[src/rtl/avg_decimator.sv]
// Multi-channel decimator for the ADC output path: sample-and-hold or boxcar
// average over 2^k accepted samples, with a valid/ready output register and sticky overrun.
module avg_decimator #(
  parameter int DATA_W   = 12,
  parameter int CH       = 2,
  parameter int LOG2_MAX = 9
) (
  input  logic                 clk,
  input  logic                 rst,
  input  logic                 in_valid,
  input  logic [CH*DATA_W-1:0] data_in,
  input  logic [3:0]           log2_ratio,
  input  logic                 mode,
  input  logic                 out_ready,
  input  logic                 clr_overrun,
  output logic [CH*DATA_W-1:0] data_out,
  output logic                 out_valid,
  output logic                 overrun
);

  localparam int ACC_W = DATA_W + LOG2_MAX;
  localparam logic [LOG2_MAX:0]   RATIO_ONE = 1;
  localparam logic [LOG2_MAX-1:0] CNT_ONE   = 1;

  logic [LOG2_MAX-1:0] cnt;
  logic [3:0]          k_q;
  logic [3:0]          k_in;
  logic [3:0]          k_eff;
  logic                mode_q;
  logic                mode_eff;
  logic                first;
  logic                frame_end;
  logic                load_out;
  logic                ovr_event;
  logic [LOG2_MAX:0]   ratio;
  logic [ACC_W-1:0]    acc [CH];
  logic [ACC_W-1:0]    sum [CH];
  logic [CH*DATA_W-1:0] result;

  // The first sample of a frame sees the live config; later samples use the latched copy.
  always_comb begin
    k_in      = (log2_ratio > 4'(LOG2_MAX)) ? 4'(LOG2_MAX) : log2_ratio;
    first     = (cnt == '0);
    k_eff     = first ? k_in : k_q;
    mode_eff  = first ? mode : mode_q;
    ratio     = RATIO_ONE << k_eff;
    frame_end = in_valid && (cnt == LOG2_MAX'(ratio - RATIO_ONE));
    load_out  = frame_end && (!out_valid || out_ready);
    ovr_event = frame_end && out_valid && !out_ready;
    result    = '0;
    for (int c = 0; c < CH; c++) begin
      sum[c] = (first ? '0 : acc[c]) + ACC_W'(data_in[c*DATA_W +: DATA_W]);
      result[c*DATA_W +: DATA_W] = mode_eff ? DATA_W'(sum[c] >> k_eff)
                                            : data_in[c*DATA_W +: DATA_W];
    end
  end

  // Output handshake: data_out is transferred on any cycle with out_valid && out_ready.
  // out_valid stays high until that transfer; a frame result that finds the register
  // still occupied and not being drained is dropped and flagged via overrun.
  always_ff @(posedge clk) begin
    if (rst) begin
      cnt       <= '0;
      k_q       <= '0;
      mode_q    <= 1'b0;
      data_out  <= '0;
      out_valid <= 1'b0;
      overrun   <= 1'b0;
      for (int c = 0; c < CH; c++) acc[c] <= '0;
    end else begin
      if (in_valid) begin
        if (first) begin
          k_q    <= k_in;
          mode_q <= mode;
        end
        cnt <= frame_end ? '0 : cnt + CNT_ONE;
        for (int c = 0; c < CH; c++) acc[c] <= sum[c];
      end
      if (load_out) begin
        data_out  <= result;
        out_valid <= 1'b1;
      end else if (out_valid && out_ready) begin
        out_valid <= 1'b0;
      end
      if (ovr_event) overrun <= 1'b1;
      else if (clr_overrun) overrun <= 1'b0;
    end
  end

endmodule

[config.mk]
export PLATFORM = sky130hd
export DESIGN_NAME = avg_decimator
export DESIGN_NICKNAME = d
export VERILOG_FILES = /design/src/rtl/avg_decimator.sv
export SDC_FILE = /design/constraint.sdc
export NUM_CORES = 1
export LEC_CHECK = 0
export BUFFER_PORTS_ARGS = -buffer_cell sky130_fd_sc_hd__buf_4
export CAP_MARGIN = 20
export CORE_MARGIN = 1.5
export CORE_UTILIZATION = 40
export CTS_CLUSTER_SIZE = 16
export DETAILED_ROUTE_END_ITERATION = 10
export MAX_ROUTING_LAYER = met4
export PLACE_DENSITY = 0.53
export SYNTH_ARGS = -nofsm -noshare
export SYNTH_HDL_FRONTEND = slang
export SYNTH_SLANG_ARGS = --single-unit
[constraint.sdc]
create_clock -name clk -period 6 [get_ports clk]
set_clock_uncertainty 0.15 [all_clocks]
set_input_delay 0 -clock clk [delete_from_list [all_inputs] [get_ports clk]]
set_output_delay 0 -clock clk [all_outputs]
set_load 0.1 [all_outputs]
==> key figures, run 1 <==
Critical path
  – Crit path kind: reg -> reg
  – RR Endpoint: data_out[4]$_SDFFE_PP0P_
  – Internal reg-to-reg setup slack: about 0.38 ns
  – CP Cell Sequence: inv_1, ha_1, or4b_4, nor2_8, mux2_2, nor2_2, nand2_1, ha_1, xor2_1, nand4_1, a31oi_1, nand4b_1, nor3_4, nand2_1, a2111oi_2, nor4_1
  – Worst EP arrival: 5.69 ns
  – Worst EP required: 6.08 ns
  – Reg2reg path depth: 16
  – Setup crit end kind: register
  – CP startpoint kind: register
  – Critical path origin: cnt[0]$_SDFFE_PP0P_
  – Reg-to-Reg Start: cnt[0]$_SDFFE_PP0P_
  – CP max stage cell: a2111oi_2
  – Delay of the slowest cell on the worst path: 0.57 ns
  – Critical-path maximum fanout: 25

Global route
  – Vias in the first global route: 7,001
  – Initial antenna violation count: 0
  – First-pass GRT wire length: approximately 40 mm
  – Total Routing Usage GR: 29.0%
  – Largest net degree at the start of global routing: 46
  – Total grt overflow: 0

Finish
  – Fillcell total: 1,785
  – Layout cells sized above 1: around 14%
  – Antenna fix cells: 0
  – Final nets: 1,034
  – Area growth from synthesis to layout: 17.5%

Run
  – Max-cap violations: 0

Place
  – Port buffer count: 59
  – HPWL Detailed: 19.3 mm
  – Routability congestion estimate: ~0.94

Clock tree
  – Bufs on Longest Clock Path: 2
  – Num CTS Buffers: 9
  – CTS clock-pin slew for the worst setup and hold paths: around 0.070 ns
  – Post-CTS Setup Bufs: 0
  – CTS tree: built
  – H-tree level count: 3
  – Clock Sinks: between 80 and 90
  – Root Buffer: clkbuf_16
  – Clock Latency Late Sink: 0.35 ns

Route
  – Met2 Routed Length: 11.6 mm
  – Routed length on met1: about 12 mm
  – Residual DRC: 0
  – Via count: between 7,000 and 8,000
  – WL final: 26.2 mm
  – Met3 Wirelength: 1.73 mm
  – Drt pass-1 iters: 5
  – DR top layer: met4
  – Via/cell ratio: 6.12
  – Post-route ant nets: 0
  – Wire per inst: 21.8 um
  – Iter 0 DRT Violations: 730

Logic synthesis
  – Post-synthesis adder-cell area fraction: 5.21%
  – Cell with the most instances after synthesis: nor2_1
  – Synth unique cells: 84
  – Synthesized net count: 972
  – Mux share of post-synthesis cell area: 3.87%
  – Most frequent cells after synthesis: 121 x nor2_1, 90 x nand2_1, 50 x a21oi_1, 47 x clkbuf_1, 43 x and2_1
  – Post-synthesis sequential area ratio: 28.5%
  – Top cells by area, synth: edfxtp_1 17%, dfxtp_1 11%, nor2_1 6.3%
  – Largest family of logic cells by synthesized area: simple AND/OR/NAND/NOR gates
  – Number of synthesized flops with an enable pin: 42
  – Post-synthesis area per instance: 7.97 um2
  – Cells after Synth: 909
  – Number of synthesized register bits: 82
  – Top cell type's share of synthesized area: 17.4%
  – Post-synthesis simple-gate area fraction: 26.5%
  – Mapped Area: 7250 um2
  – Ys flop type: edfxtp_1
  – Post-synthesis compound-gate area fraction: around a quarter
  – Async S/R FF share, synth: 0%
  – Post-Synth XOR/XNOR Area: approximately 5.7%
  – Yosys top cell by area: edfxtp_1
  – Synthesis Warnings: 0

Power and ir drop
  – Pwr dens: 232 nW/um2
  – Logic gate share of total power: 40.4%
  – Net Sw Frac: a little under 40%
  – Cell Int Power: ~1.2 mW
  – Maximum vdd drop: 0.138 mV
  – Clock power share: 27.3%
  – Sequential power share: 32.3%
  – P_leak: around 3.2 nW
  – P_sw: 781 uW

STA
  – Tmin final: 5.62 ns
  – Final setup viols: 0
  – Final Cycle Share: 93.6%
  – Pins Over Slew Limit: 0
  – Fmax achieved: 178 MHz
  – Slew HR: 23.5%
  – Hold Slack: approximately 0.035 ns
  – Fin. Hold Viols: 0
  – RSZ-0062 raised after global routing: no
  – Setup tns final: 0 ns
  – Slew @ Worst Pin: 1.14 ns

Outcome
  – Run status: completed

Floorplanning
  – Number of core rows: a little under 50
  – Core Footprint: 17,800 um2
  – DIE WIDTH: 138 um
  – Die area: around 19,000 um2
  – Die Span Y: about 140 um
  – Initial core utilization: 40.6%
  – Boundary Pins: 60

Min path
  – Tightest Hold Check Type: in -> reg
  – Hold Path Sink: data_out[19]$_SDFFE_PP0P_
  – Hold path start: data_in[19]
  – Hold Path Depth: 5
## stage by stage
step	instance area, um2	setup slack [ns]	utilization, %	total power, mW	instances
3_3_place_gp	7930	0.0319	44.4	1.41	1161
2_1_floorplan	7250	0.559	-	1.17	909
5_1_grt	8520	0.112	47.7	2.08	1205
3_5_place_dp	7930	0.0942	44.4	1.41	1161
4_1_cts	8480	0.0538	47.5	1.97	1205
6_report	8520	0.384	47.7	1.97	1205
## cell type report
| cell class | instances | area (um2) | share of cell area [%] |
|---|---|---|---|
| timing repair buffer | 113 | 922 | 10.8 |
| inverter | 15 | 56.3 | 0.661 |
| clock inverter | 5 | 30.0 | 0.353 |
| tap | 229 | 287 | 3.36 |
| sequential | 82 | 2060 | 24.2 |
| clock buffer | 11 | 243 | 2.85 |
| multi-input combinational | 750 | 4920 | 57.7 |
## cell families after synthesis
family	Yosys count
AND/OR/NAND/NOR	386
AO/OA/AOI/OAI	262
flip-flops	82
buffers and inverters	77
XOR/XNOR	47
adder cells (fa/ha/maj)	29
multiplexers	26
## layout by cell type, fill, tap and decap left out, drive strengths merged, types with 6 or more instances in the layout
master	n
a21oi	51
mux2i	19
dlygate4sd3	28
and2	44
o22ai	12
inv	14
ha	27
xnor2	23
dfxtp	40
nor3b	11
a21o	13
nand2	90
a221oi	11
nand2b	11
nor3	24
a2111oi	9
a311oi	6
and3	9
mux2	6
nor2	122
buf	85
o21a	9
a211oi	14
xor2	24
nor4	9
nor2b	12
clkbuf	11
nand4	15
nand3	23
o21ai	37
edfxtp	42
o211ai	22
a31oi	15
## registers in the layout, indices dropped and copies added (netlist names)
signal     flops
overrun        1
cnt            9
data_out      24
acc           42
mode_q         1
out_valid      1
k_q            4
## repair_timing
| item | in CTS | in global routing |
|---|---|---|
| hold buffers | 28 | 0 |
| hold endpoints to repair | 34 | 0 |
| resized for setup | 0 | 6 |
| endpoints found under the setup margin | 0 | 9 |
## power by group through the flow
stage,registers (mW),clock network (mW),logic (mW)
after floorplan,0.649,0,0.521
after global placement,0.648,0,0.759
after detailed placement,0.648,0,0.760
after CTS,0.636,0.551,0.779
after global routing,0.640,0.578,0.862
final,0.636,0.539,0.797
## layer usage
layer | vias to the layer above | track usage, %
met4 | 0 | 9.88
met5 | - | -
met3 | 43 | 3.38
li1 | 3517 | -
met2 | 280 | 43.3
met1 | 3530 | 40.4
## how the worst max path moves through the flow
| stage | end | slack, ns | depth (start not counted) |
|---|---|---|---|
| 2_1_floorplan | data_out[14]$_SDFFE_PP0P_ | 0.56 | 21 |
| 3_3_place_gp | data_out[20]$_SDFFE_PP0P_ | 0.03 | 16 |
| 3_5_place_dp | data_out[20]$_SDFFE_PP0P_ | 0.09 | 16 |
| 4_1_cts | data_out[20]$_SDFFE_PP0P_ | 0.05 | 16 |
| 5_1_grt | data_out[4]$_SDFFE_PP0P_ | 0.11 | 18 |
| 6_report | data_out[4]$_SDFFE_PP0P_ | 0.38 | 16 |
## worst max-delay path, delay by kind of cell (launching register included)
family | cells | cell delay [ns]
flops | 1 | 0.39
compound gates | 2 | 0.77
simple gates | 9 | 2.72
xor+xnor | 1 | 0.42
fa+ha+maj | 2 | 0.49
buf+inv | 1 | 0.09
mux | 1 | 0.44
No activity file was read; power rests on OpenSTA's default activity.
==> run 2, diff against run 1 <==
CELL_PAD_IN_SITES_DETAIL_PLACEMENT = 1   (was unset)
CELL_PAD_IN_SITES_GLOBAL_PLACEMENT = 2   (was unset)
CORE_UTILIZATION = 37   (was 40)
PLACE_DENSITY = 0.78   (was 0.53)
==> run 2 against run 1 <==
Net effect: the flow now finishes with violations (negative hold slack); sequential power hardly changed; worst setup slack worse by 0.099 ns; combinational power is 3.3% higher; die area is 7.9% higher; critical endpoint is now overrun$_SDFFE_PP0P_.
==> key figures, run 2 (same netlist as run 1, synthesis figures left out) <==
Outcome
  – Run status: finished, violations left (was completed)
  – Failing checks: negative hold slack

Clock tree
  – CTS tree: built (unchanged)
  – CTS clock-pin slew for the worst setup and hold paths: 0.07 ns (about the same)
  – Root Buffer: clkbuf_16 (unchanged)
  – Clock Latency Late Sink: 0.36 ns (was 0.35 ns)
  – Clock Sinks: 82 (unchanged)
  – H-tree level count: 3 (unchanged)
  – Bufs on Longest Clock Path: 2 (unchanged)
  – Num CTS Buffers: 9 (unchanged)

STA
  – Pins Over Slew Limit: 0 (unchanged)
  – Final Cycle Share: 95.2% (was 93.6%)
  – Tmin final: 5.71 ns (was 5.62 ns)
  – Fmax achieved: 175 MHz (was 178 MHz)
  – Slew @ Worst Pin: 1.01 ns (was 1.14 ns)
  – RSZ-0062 raised after global routing: no (unchanged)
  – Setup tns final: 0 ns (unchanged)
  – Fin. Hold Viols: 1 (was 0)
  – Hold Slack: -0.00850 ns (was 0.0346 ns)
  – Slew HR: 32.5% (was 23.5%)
  – Final setup viols: 0 (unchanged)

Critical path
  – CP max stage cell: or4_1 (was a2111oi_2)
  – CP startpoint kind: register (unchanged)
  – Critical-path maximum fanout: 11 (was 25)
  – Setup crit end kind: register (unchanged)
  – Worst EP required: 6.16 ns (was 6.08 ns)
  – CP Cell Sequence: or4_1, nor2_8, mux2_2, nor2_1, nand2_1, ha_1, nor2b_1, o211a_1, a221oi_2, nand2_1, a2111oi_2, nor3_4, nor2_2, a21oi_1, dlygate4sd3_1, nor2_1, dlygate4sd3_1 (was inv_1, ha_1, or4b_4, nor2_8, mux2_2, nor2_2, nand2_1, ha_1, xor2_1, nand4_1, a31oi_1, nand4b_1, nor3_4, nand2_1, a2111oi_2, nor4_1)
  – Delay of the slowest cell on the worst path: 0.76 ns (was 0.57 ns)
  – CP top delay family: simple AND/OR/NAND/NOR gates (unchanged)
  – Crit path kind: reg -> reg (unchanged)
  – Worst EP arrival: 5.87 ns (was 5.69 ns)
  – Worst path bufs/invs: 2 (was 1)

Global route
  – First-pass GRT wire length: 44.8 mm (was 40.1 mm)
  – Total Routing Usage GR: 29.7% (was 29.0%)
  – Initial antenna violation count: 0 (unchanged)
  – Largest net degree at the start of global routing: 46 (unchanged)
  – Vias in the first global route: 7,737 (was 7,001)
  – Total grt overflow: 0 (unchanged)

Route
  – Via count: 7,595 (was 7,370)
  – Drt pass-1 iters: 5 (unchanged)
  – Wire per inst: 23.2 um (was 21.8 um)
  – WL final: 28.8 mm (was 26.2 mm)
  – Iter 0 DRT Violations: 585 (was 730)
  – Via/cell ratio: 6.12 (about the same)
  – Residual DRC: 0 (unchanged)
  – Post-route ant nets: 0 (unchanged)

Floorplanning
  – Initial core utilization: 37.5% (was 40.6%)
  – Core Footprint: 19,300 um2 (was 17,800 um2)
  – DIE WIDTH: 143 um (was 138 um)
  – Die area: 20,400 um2 (was 18,900 um2)
  – Number of core rows: 51 (was 49)
  – Die Span Y: 143 um (was 138 um)
  – Boundary Pins: 60 (unchanged)

Finish
  – Commonest non-fill, non-tap cell in the layout: nor2_1 (unchanged)
  – Reg with most FFs: acc (unchanged)
  – Commonest cells after routing, fill and taps aside: 120 x nor2_1, 90 x nand2_1, 85 x buf_4, 49 x a21oi_1, 43 x and2_1 (was 120 x nor2_1, 90 x nand2_1, 84 x buf_4, 49 x a21oi_1, 43 x and2_1)
  – Antenna fix cells: 0 (unchanged)
  – Footprint of the multi-input gates: 4930 um2 (was 4920 um2)
  – Fillcell total: 2,360 (was 1,785)
  – Max reg flops: 42 (unchanged)
  – Top flop regs: acc (42), data_out (24), cnt (9) (unchanged)
  – Storage cell area: 2060 um2 (unchanged)
  – Layout cells sized above 1: 14.3% (was 13.8%)
  – Area growth from synthesis to layout: 19.1% (was 17.5%)
  – Final nets: 1,035 (was 1,034)
  – Post-route cell area: 8630 um2 (was 8520 um2)

Power and ir drop
  – Clock power share: 29.8% (was 27.3%)
  – Logic gate share of total power: 39.6% (was 40.4%)
  – Maximum vdd drop: 0.142 mV (was 0.138 mV)
  – Pwr dens: 241 nW/um2 (was 232 nW/um2)
  – Sequential power share: 30.6% (was 32.3%)
  – P_leak: 3.24 nW (was 3.20 nW)
  – P_sw: 805 uW (was 781 uW)
  – Cell Int Power: 1.27 mW (was 1.19 mW)
  – Net Sw Frac: 38.8% (was 39.6%)

Place
  – Placed inst area: 7970 um2 (was 7930 um2)
  – Routability congestion estimate: 0.914 (was 0.936)
  – Port buffer count: 59 (unchanged)
  – HPWL Detailed: 21.1 mm (was 19.3 mm)

Run
  – Max-cap violations: 0 (unchanged)

Min path
  – Tightest Hold Check Type: in -> reg (unchanged)
run 2: area by class of cell:
class / instances / area share, %
well taps: 265 / 3.84
clock buffers: 10 / 2.65
repair buffers: 113 / 10.9
multi-input cells: 751 / 57.1
clock inverters: 6 / 0.942
flip-flops and latches: 82 / 23.9
inverters: 15 / 0.652
run 2: worst paths after layout:
check | startpoint | end | slack [ns] | depth (start not counted)
min reg2reg | data_out[12]$_SDFFE_PP0P_ | data_out[12]$_SDFFE_PP0P_ | 0.34 | 2
min | data_in[8] | data_out[8]$_SDFFE_PP0P_ | -0.009 | 4
max | cnt[2]$_SDFFE_PP0P_ | overrun$_SDFFE_PP0P_ | 0.29 | 17
max reg2reg | cnt[2]$_SDFFE_PP0P_ | overrun$_SDFFE_PP0P_ | 0.29 | 17
run 2: worst register-to-register path: stages (launching register included):
cell and delay, ns:
dfxtp_1 0.40, or4_1 0.76, nor2_8 0.25, mux2_2 0.39, nor2_1 0.26, nand2_1 0.11
ha_1 0.35, nor2b_1 0.20, o211a_1 0.13, a221oi_2 0.21, nand2_1 0.14, a2111oi_2 0.49
nor3_4 0.14, nor2_2 0.29, a21oi_1 0.11, dlygate4sd3_1 0.59, nor2_1 0.10, dlygate4sd3_1 0.56
run 2: stage by stage:
step                      std cells  hold WS (ns)  setup WS, ns  util [%]  power, mW
final                          1242      -0.00850         0.285      44.6       2.08
after global routing           1242        0.0149        0.0275      44.6       2.18
after CTS                      1236       0.00266        0.0742      44.1       2.05
after detailed placement       1195         0.161         0.485      41.2       1.42
after global placement         1195         0.133         0.629      41.2       1.40
after floorplan                 909       0.00453         0.559         -       1.17
run 2: metal layers:
metal	routed length, um	vias up	global-route usage [%]
li1	-	3518	-
met1	13600	3803	39.7
met2	13100	218	46.2
met3	1250	56	3.05
met4	791	0	11.2
met5	0	-	-
run 2: power by group through the flow:
| stage | Combinational (mW) | Sequential [mW] | Clock [mW] |
|---|---|---|---|
| after CTS | 0.788 | 0.636 | 0.629 |
| after detailed placement | 0.772 | 0.648 | 0 |
| final | 0.823 | 0.636 | 0.618 |
| after global routing | 0.889 | 0.640 | 0.648 |
| after floorplan | 0.521 | 0.649 | 0 |
| after global placement | 0.757 | 0.647 | 0 |
run 2: what timing repair did:
item / CTS / global route
gates resized for setup: 0 / 7
setup buffers: 0 / 5
setup endpoints to repair: 0 / 2
hold buffers: 25 / 0
hold endpoints to repair: 30 / 0
